$ cat src/rtl/clock_scaler_multi.sv
// clock_scaler_multi: per-channel programmable tick / 50% scaled_clk dividers with shadowed divisor writes.
// Optional CLOCK_SCALER_SYNC_EN adds a sync input that phase-aligns every channel.
module clock_scaler_multi #(
  parameter int CHANNELS = 2,
  parameter int CNT_W = 26,
  parameter int DEFAULT_DIV = 50_000_000,
  localparam int SEL_W = CHANNELS > 1 ? $clog2(CHANNELS) : 1
) (
  input  logic                clk,
  input  logic                reset,
  input  logic [CHANNELS-1:0] en,
  input  logic                cfg_wr,
  input  logic [SEL_W-1:0]    cfg_sel,
  input  logic [CNT_W-1:0]    cfg_div,
  output logic                cfg_ack,
  output logic [CHANNELS-1:0] tick,
  output logic [CHANNELS-1:0] scaled_clk
`ifdef CLOCK_SCALER_SYNC_EN
  ,
  input  logic                sync
`endif
);
  logic do_sync, acc;
`ifdef CLOCK_SCALER_SYNC_EN
  assign do_sync = sync;
`else
  assign do_sync = 1'b0;
`endif
  assign acc = cfg_wr && 32'(cfg_sel) < CHANNELS;
  always_ff @(posedge clk or negedge reset)
    if (!reset) cfg_ack <= 1'b0;
    else cfg_ack <= acc;
  for (genvar c = 0; c < CHANNELS; c++) begin : g_ch
    logic [CNT_W-1:0] count, div, pend_div;
    logic pend, tick_q, sclk_q, wr, run, wrap, apply;
    assign wr = acc && cfg_sel == SEL_W'(c);
    assign run = en[c] && div != '0;
    assign wrap = run && count == div - CNT_W'(1);
    // a pending divisor lands on a wrap, immediately when idle/stalled, or on sync
    assign apply = pend && (wrap || !run || do_sync);
    always_ff @(posedge clk or negedge reset)
      if (!reset) begin
        count <= '0;
        div <= CNT_W'(DEFAULT_DIV);
        pend_div <= '0;
        pend <= 1'b0;
        tick_q <= 1'b0;
        sclk_q <= 1'b0;
      end else begin
        count <= (do_sync || wrap || (pend && !run)) ? '0 : run ? count + CNT_W'(1) : count;
        tick_q <= wrap && !do_sync;
        sclk_q <= !do_sync && (sclk_q ^ wrap);
        div <= apply ? pend_div : div;
        pend <= wr || (pend && !apply);
        pend_div <= wr ? cfg_div : pend_div;
      end
    assign tick[c] = tick_q;
    assign scaled_clk[c] = sclk_q;
  end
endmodule
$ cat config.mk
export PLATFORM = sky130hd
export DESIGN_NAME = clock_scaler_multi
export DESIGN_NICKNAME = d
export VERILOG_FILES = /design/src/rtl/clock_scaler_multi.sv
export SDC_FILE = /design/constraint.sdc
export NUM_CORES = 1
export LEC_CHECK = 0
export CELL_PAD_IN_SITES_DETAIL_PLACEMENT = 1
export CELL_PAD_IN_SITES_GLOBAL_PLACEMENT = 1
export CORE_MARGIN = 4
export CORE_UTILIZATION = 50
export DETAILED_ROUTE_END_ITERATION = 12
export GPL_ROUTABILITY_DRIVEN = 0
export GPL_TIMING_DRIVEN = 0
export HOLD_SLACK_MARGIN = 0.02
export MAX_ROUTING_LAYER = met4
export PLACE_DENSITY = 0.87
export SLEW_MARGIN = 30
export SYNTH_ARGS = -nofsm -noshare
export SYNTH_HDL_FRONTEND = slang
export SYNTH_SLANG_ARGS = --single-unit
$ cat constraint.sdc
create_clock -name clk -period 4.55 [get_ports clk]
set_input_delay 1.365 -clock clk [delete_from_list [all_inputs] [get_ports clk]]
set_output_delay 1.365 -clock clk [all_outputs]
set_load 0.03 [all_outputs]
==> run summary, run 1 <==
OUTCOME
-------------------------------------------------------------------------------------
Run status                                                               finished, final reports clean

POWER AND IR DROP
-------------------------------------------------------------------------------------
Power per unit of standard cell area                                     458.0 nW/um^2
Clock share of power                                                            0.323
Switching Fraction                                                             0.3230
Part of the total power dissipated in combinational logic                       0.231
Part of the total power dissipated in sequential elements                       0.447
Net switching power figure                                                   1.475 mW
Pleak                                                                        4.159 nW
Worst supply voltage drop on vdd                                             284.9 uV
Internal power contribution                                                  3.091 mW

MIN PATH
-------------------------------------------------------------------------------------
Class of the tightest hold or removal check                                   reg2reg

LAYOUT
-------------------------------------------------------------------------------------
Layout overhead on the synthesized area                                        15.36%
Multi-input gate area                                                      4347 sq um
Filler cells                                                                     1737
Inserted Diodes                                                                     0
Most frequent standard cell in the layout excluding fill and tap cells   sky130_fd_sc_hd__dfrtp_1
Leading cell types in the layout, fill and taps excluded                 sky130_fd_sc_hd__dfrtp_1 (139), sky130_fd_sc_hd__mux2_2 (86), sky130_fd_sc_hd__xor2_1 (71)
Share of cells above drive strength 1                                          0.2210
Net count reported at finish                                                      862
Area of all sequential standard cells                                      4109 sq um

SETUP PATH
-------------------------------------------------------------------------------------
Element type at the critical path start                                          flop
Critical path peak fanout                                                          10
Type of the setup path with the least slack                                   reg2reg
Required time worst endpoint                                                  4840 ps
CP endpoint kind                                                                 flop
Worst endpoint data arrival time                                              4490 ps

CLOCKING
-------------------------------------------------------------------------------------
TritonCTS clock tree                                                              yes
Hold_buf cts                                                                        0
Number of CTS-inserted buffers                                                     17
Max clock buf depth                                                                 2
H-tree Lvls                                                                         4
Post-CTS setup buffer count                                                         0
Clock-pin slew of the registers on the worst-case setup and hold paths          70 ps
Number of sinks on the clock net                                                  163
Number of resized instances in the post-cts repair step                             0
Root buffer cell                                                         sky130_fd_sc_hd__clkbuf_16
Source-to-sink clock delay at the later pin of the worst-skew pair             430 ps

TIMING
-------------------------------------------------------------------------------------
Clock Skew                                                                   8.977 ps
Max_slew headroom                                                              0.4330
Number of endpoints with negative hold slack in the final report                    0
Setup-violating endpoint count in the final report                                  0
Min Tclk post-route                                                           4200 ps
Slew Limit Fails                                                                    0
Actual slew at the worst max-slew pin                                        843.3 ps
Unrepaired setup endpoints after global routing                                    no
Setup TNS                                                                        0 ps
Part of the cycle the worst path needs                                         0.9230
Tightest hold margin                                                         487.4 ps
Max Fclk                                                                    238.1 MHz

FLOORPLAN
-------------------------------------------------------------------------------------
Number of placed I/O pins                                                          37
Effective utilization at floorplan                                             0.5156
Height of the chip                                                           139.5 um
Die outline area                                                          19450 sq um
Area of the core                                                          16760 sq um
DIE WIDTH                                                                    139.5 um
# rows                                                                             47

PLACE
-------------------------------------------------------------------------------------
Post-detail-place hpwl                                                       16230 um
Input/output buffers                                                               36

ROUTING
-------------------------------------------------------------------------------------
Per-cell routed wire length                                                  21.80 um
Detailed-route via count                                                         6328
Starting DRC count in detailed routing                                            374
Number of antenna-violating nets in the routed design                               0
First-pass iteration count of the detailed router                                   4
Final routed wirelength across all metal layers                              23040 um
DRC violation count after routing                                                   0
Via density per instance                                                        5.987

YOSYS
-------------------------------------------------------------------------------------
Dominant cell type by area after synthesis                               sky130_fd_sc_hd__dfrtp_1
Number of nets in the synthesized netlist                                         805
Number of synthesized flops with an enable pin                                      0
Post-synthesis cell count                                                         767
Area fraction of the dominant cell type after synthesis                        0.4025
Most instantiated flip-flop cell in the synthesis netlist                sky130_fd_sc_hd__dfrtp_1
Yosys reg bits                                                                    163
Summed instance area of the synthesized netlist                            8641 sq um
Proportion of synthesized flip-flops having asynchronous set or reset           1.000
Unique cell type count in the Yosys netlist                                        68
Sequential area share after synthesis                                          0.4755
Yosys warning total                                                                 0
Post-synthesis area per instance                                          11.27 sq um
Synth top area cells                                                     sky130_fd_sc_hd__dfrtp_1 (40%), sky130_fd_sc_hd__mux2_2 (11%), sky130_fd_sc_hd__dfstp_2 (7.3%), sky130_fd_sc_hd__xor2_1 (7.2%), sky130_fd_sc_hd__xnor2_1 (4.7%)

GLOBAL ROUTING
-------------------------------------------------------------------------------------
Overall fraction of global-route tracks in use                                 0.2505
Pin count of the biggest net entering global routing                               62
Global-route congestion overflow total                                              0
Vias in the first global route                                                   6993
Wire length of the first global-routing pass                                 37830 um
Number of antenna violations at the first check in global routing                   0

RUN
-------------------------------------------------------------------------------------
# Max-Cap Violations                                                                0

metal layers:
metal	vias up	part of all wire	track usage
met2	135	0.54	0.4384
met1	3250	0.41	0.2860
met5	-	0	-
li1	2874	-	-
met3	69	0.027	0.04974
met4	0	0.031	0.08960
cells in the mapped netlist, types with 4 or more instances:
cell type                    n
sky130_fd_sc_hd__xnor2_1    46
sky130_fd_sc_hd__buf_4       4
sky130_fd_sc_hd__dfstp_2    24
sky130_fd_sc_hd__or3_1      12
sky130_fd_sc_hd__mux2_4     19
sky130_fd_sc_hd__inv_1      11
sky130_fd_sc_hd__nand2b_1    5
sky130_fd_sc_hd__mux2i_1     7
sky130_fd_sc_hd__nor3_1     46
sky130_fd_sc_hd__ha_1        6
sky130_fd_sc_hd__nor2_1     49
sky130_fd_sc_hd__clkbuf_1   25
sky130_fd_sc_hd__o21ai_0    11
sky130_fd_sc_hd__nand2_1    27
sky130_fd_sc_hd__and4_1      4
sky130_fd_sc_hd__mux2_2     86
sky130_fd_sc_hd__and2_1      5
sky130_fd_sc_hd__nor4_1     16
sky130_fd_sc_hd__nor3b_1     4
sky130_fd_sc_hd__a31oi_1     6
sky130_fd_sc_hd__nand3_1    33
sky130_fd_sc_hd__nor2b_1     8
sky130_fd_sc_hd__nand3b_1    5
sky130_fd_sc_hd__and3_1     11
sky130_fd_sc_hd__nand4_1    14
sky130_fd_sc_hd__a21oi_1     7
sky130_fd_sc_hd__xor2_1     71
sky130_fd_sc_hd__dfrtp_1   139
sky130_fd_sc_hd__o31ai_1     4
final timing paths:
check | startpoint | to | slack, ps | cells after the start
hold / removal | g_ch[0].sclk_q | g_ch[0].sclk_q | 490 | 1
setup / recovery | g_ch[0].div[0] | g_ch[0].count[7] | 350 | 12
hold reg to reg | g_ch[0].sclk_q | g_ch[0].sclk_q | 490 | 1
max in group asynchronous | reset | g_ch[1].div[21] | 3010 | 2
setup reg to reg | g_ch[0].div[0] | g_ch[0].count[7] | 350 | 12
min in group asynchronous | reset | cfg_ack | 840 | 1
worst max-delay path, stage by stage (launching register included):
cell	delay [ps]
sky130_fd_sc_hd__dfrtp_1	450
sky130_fd_sc_hd__inv_1	120
sky130_fd_sc_hd__ha_1	260
sky130_fd_sc_hd__nor3b_1	620
sky130_fd_sc_hd__nand2_1	380
sky130_fd_sc_hd__nor4_1	410
sky130_fd_sc_hd__xnor2_1	200
sky130_fd_sc_hd__nand4_1	150
sky130_fd_sc_hd__nor4_1	380
sky130_fd_sc_hd__and2_1	180
sky130_fd_sc_hd__clkbuf_1	360
sky130_fd_sc_hd__clkbuf_1	430
sky130_fd_sc_hd__nor3_1	120
cell type report:
cell class                      instances  share of cell area
Multi-Input combinational cell        556              0.4360
Sequential cell                       163              0.4122
Clock buffer                           19             0.04443
Timing Repair Buffer                   38             0.04217
Tap cell                              220             0.02761
Buffer                                 37             0.01807
Clock inverter                         13             0.01531
Inverter                               11            0.004142
through the flow:
stage	utilization	std cells	power (mW)	setup WS [ps]	instance area (sq um)
final	0.5948	1057	4.566	350.2	9968
after CTS	0.5930	1057	4.562	88.05	9938
after global routing	0.5948	1057	4.774	5.046	9968
after floorplan	-	767	2.692	891.0	8641
after global placement	0.5535	1023	2.945	-4168	9276
after detailed placement	0.5574	1025	3.054	207.3	9343
power groups by stage:
stage / Sequential [mW] / Combinational [mW] / Clock, mW
floorplan: 1.93 / 0.765 / 0
global placement: 2.01 / 0.932 / 0
detailed placement: 2.04 / 1.02 / 0
CTS: 2.03 / 1.05 / 1.49
global route: 2.07 / 1.14 / 1.56
finish: 2.04 / 1.05 / 1.47
kinds of logic (layout without fill, tap and decap cells):
| logic type | count (synthesis) | in the layout | share of synthesized area |
|---|---|---|---|
| muxes | 112 | 112 | 0.1532 |
| DFF | 163 | 163 | 0.4755 |
| and+or+nand+nor | 260 | 260 | 0.1649 |
| adders and majority gates | 6 | 6 | 0.008688 |
| xor gates and xnor gates | 118 | 118 | 0.1212 |
| AOI/OAI and AO/OA | 60 | 60 | 0.05083 |
| buffers and inverters | 48 | 118 | 0.02563 |
sequential cells by signal, indices dropped and copies added (netlist names):
signal	count
g_ch.pend_div	52
g_ch.count	52
g_ch.div	52
g_ch.pend	2
g_ch.tick_q	2
cfg_ack	1
g_ch.sclk_q	2
(Power assumes the default switching activity.)
==> run 2, diff against run 1 <==
ABC_CLOCK_PERIOD_IN_PS = 4550   (was unset)
==> results of run 2 <==
The final DEF is identical to that of run 1; final timing and power are the same.
==> run 3, diff against run 2 <==
CAP_MARGIN = 10   (was unset)
CTS_CLUSTER_SIZE = 25   (was unset)
==> results of run 3 <==
The final DEF is identical to that of run 1; final timing and power are the same.
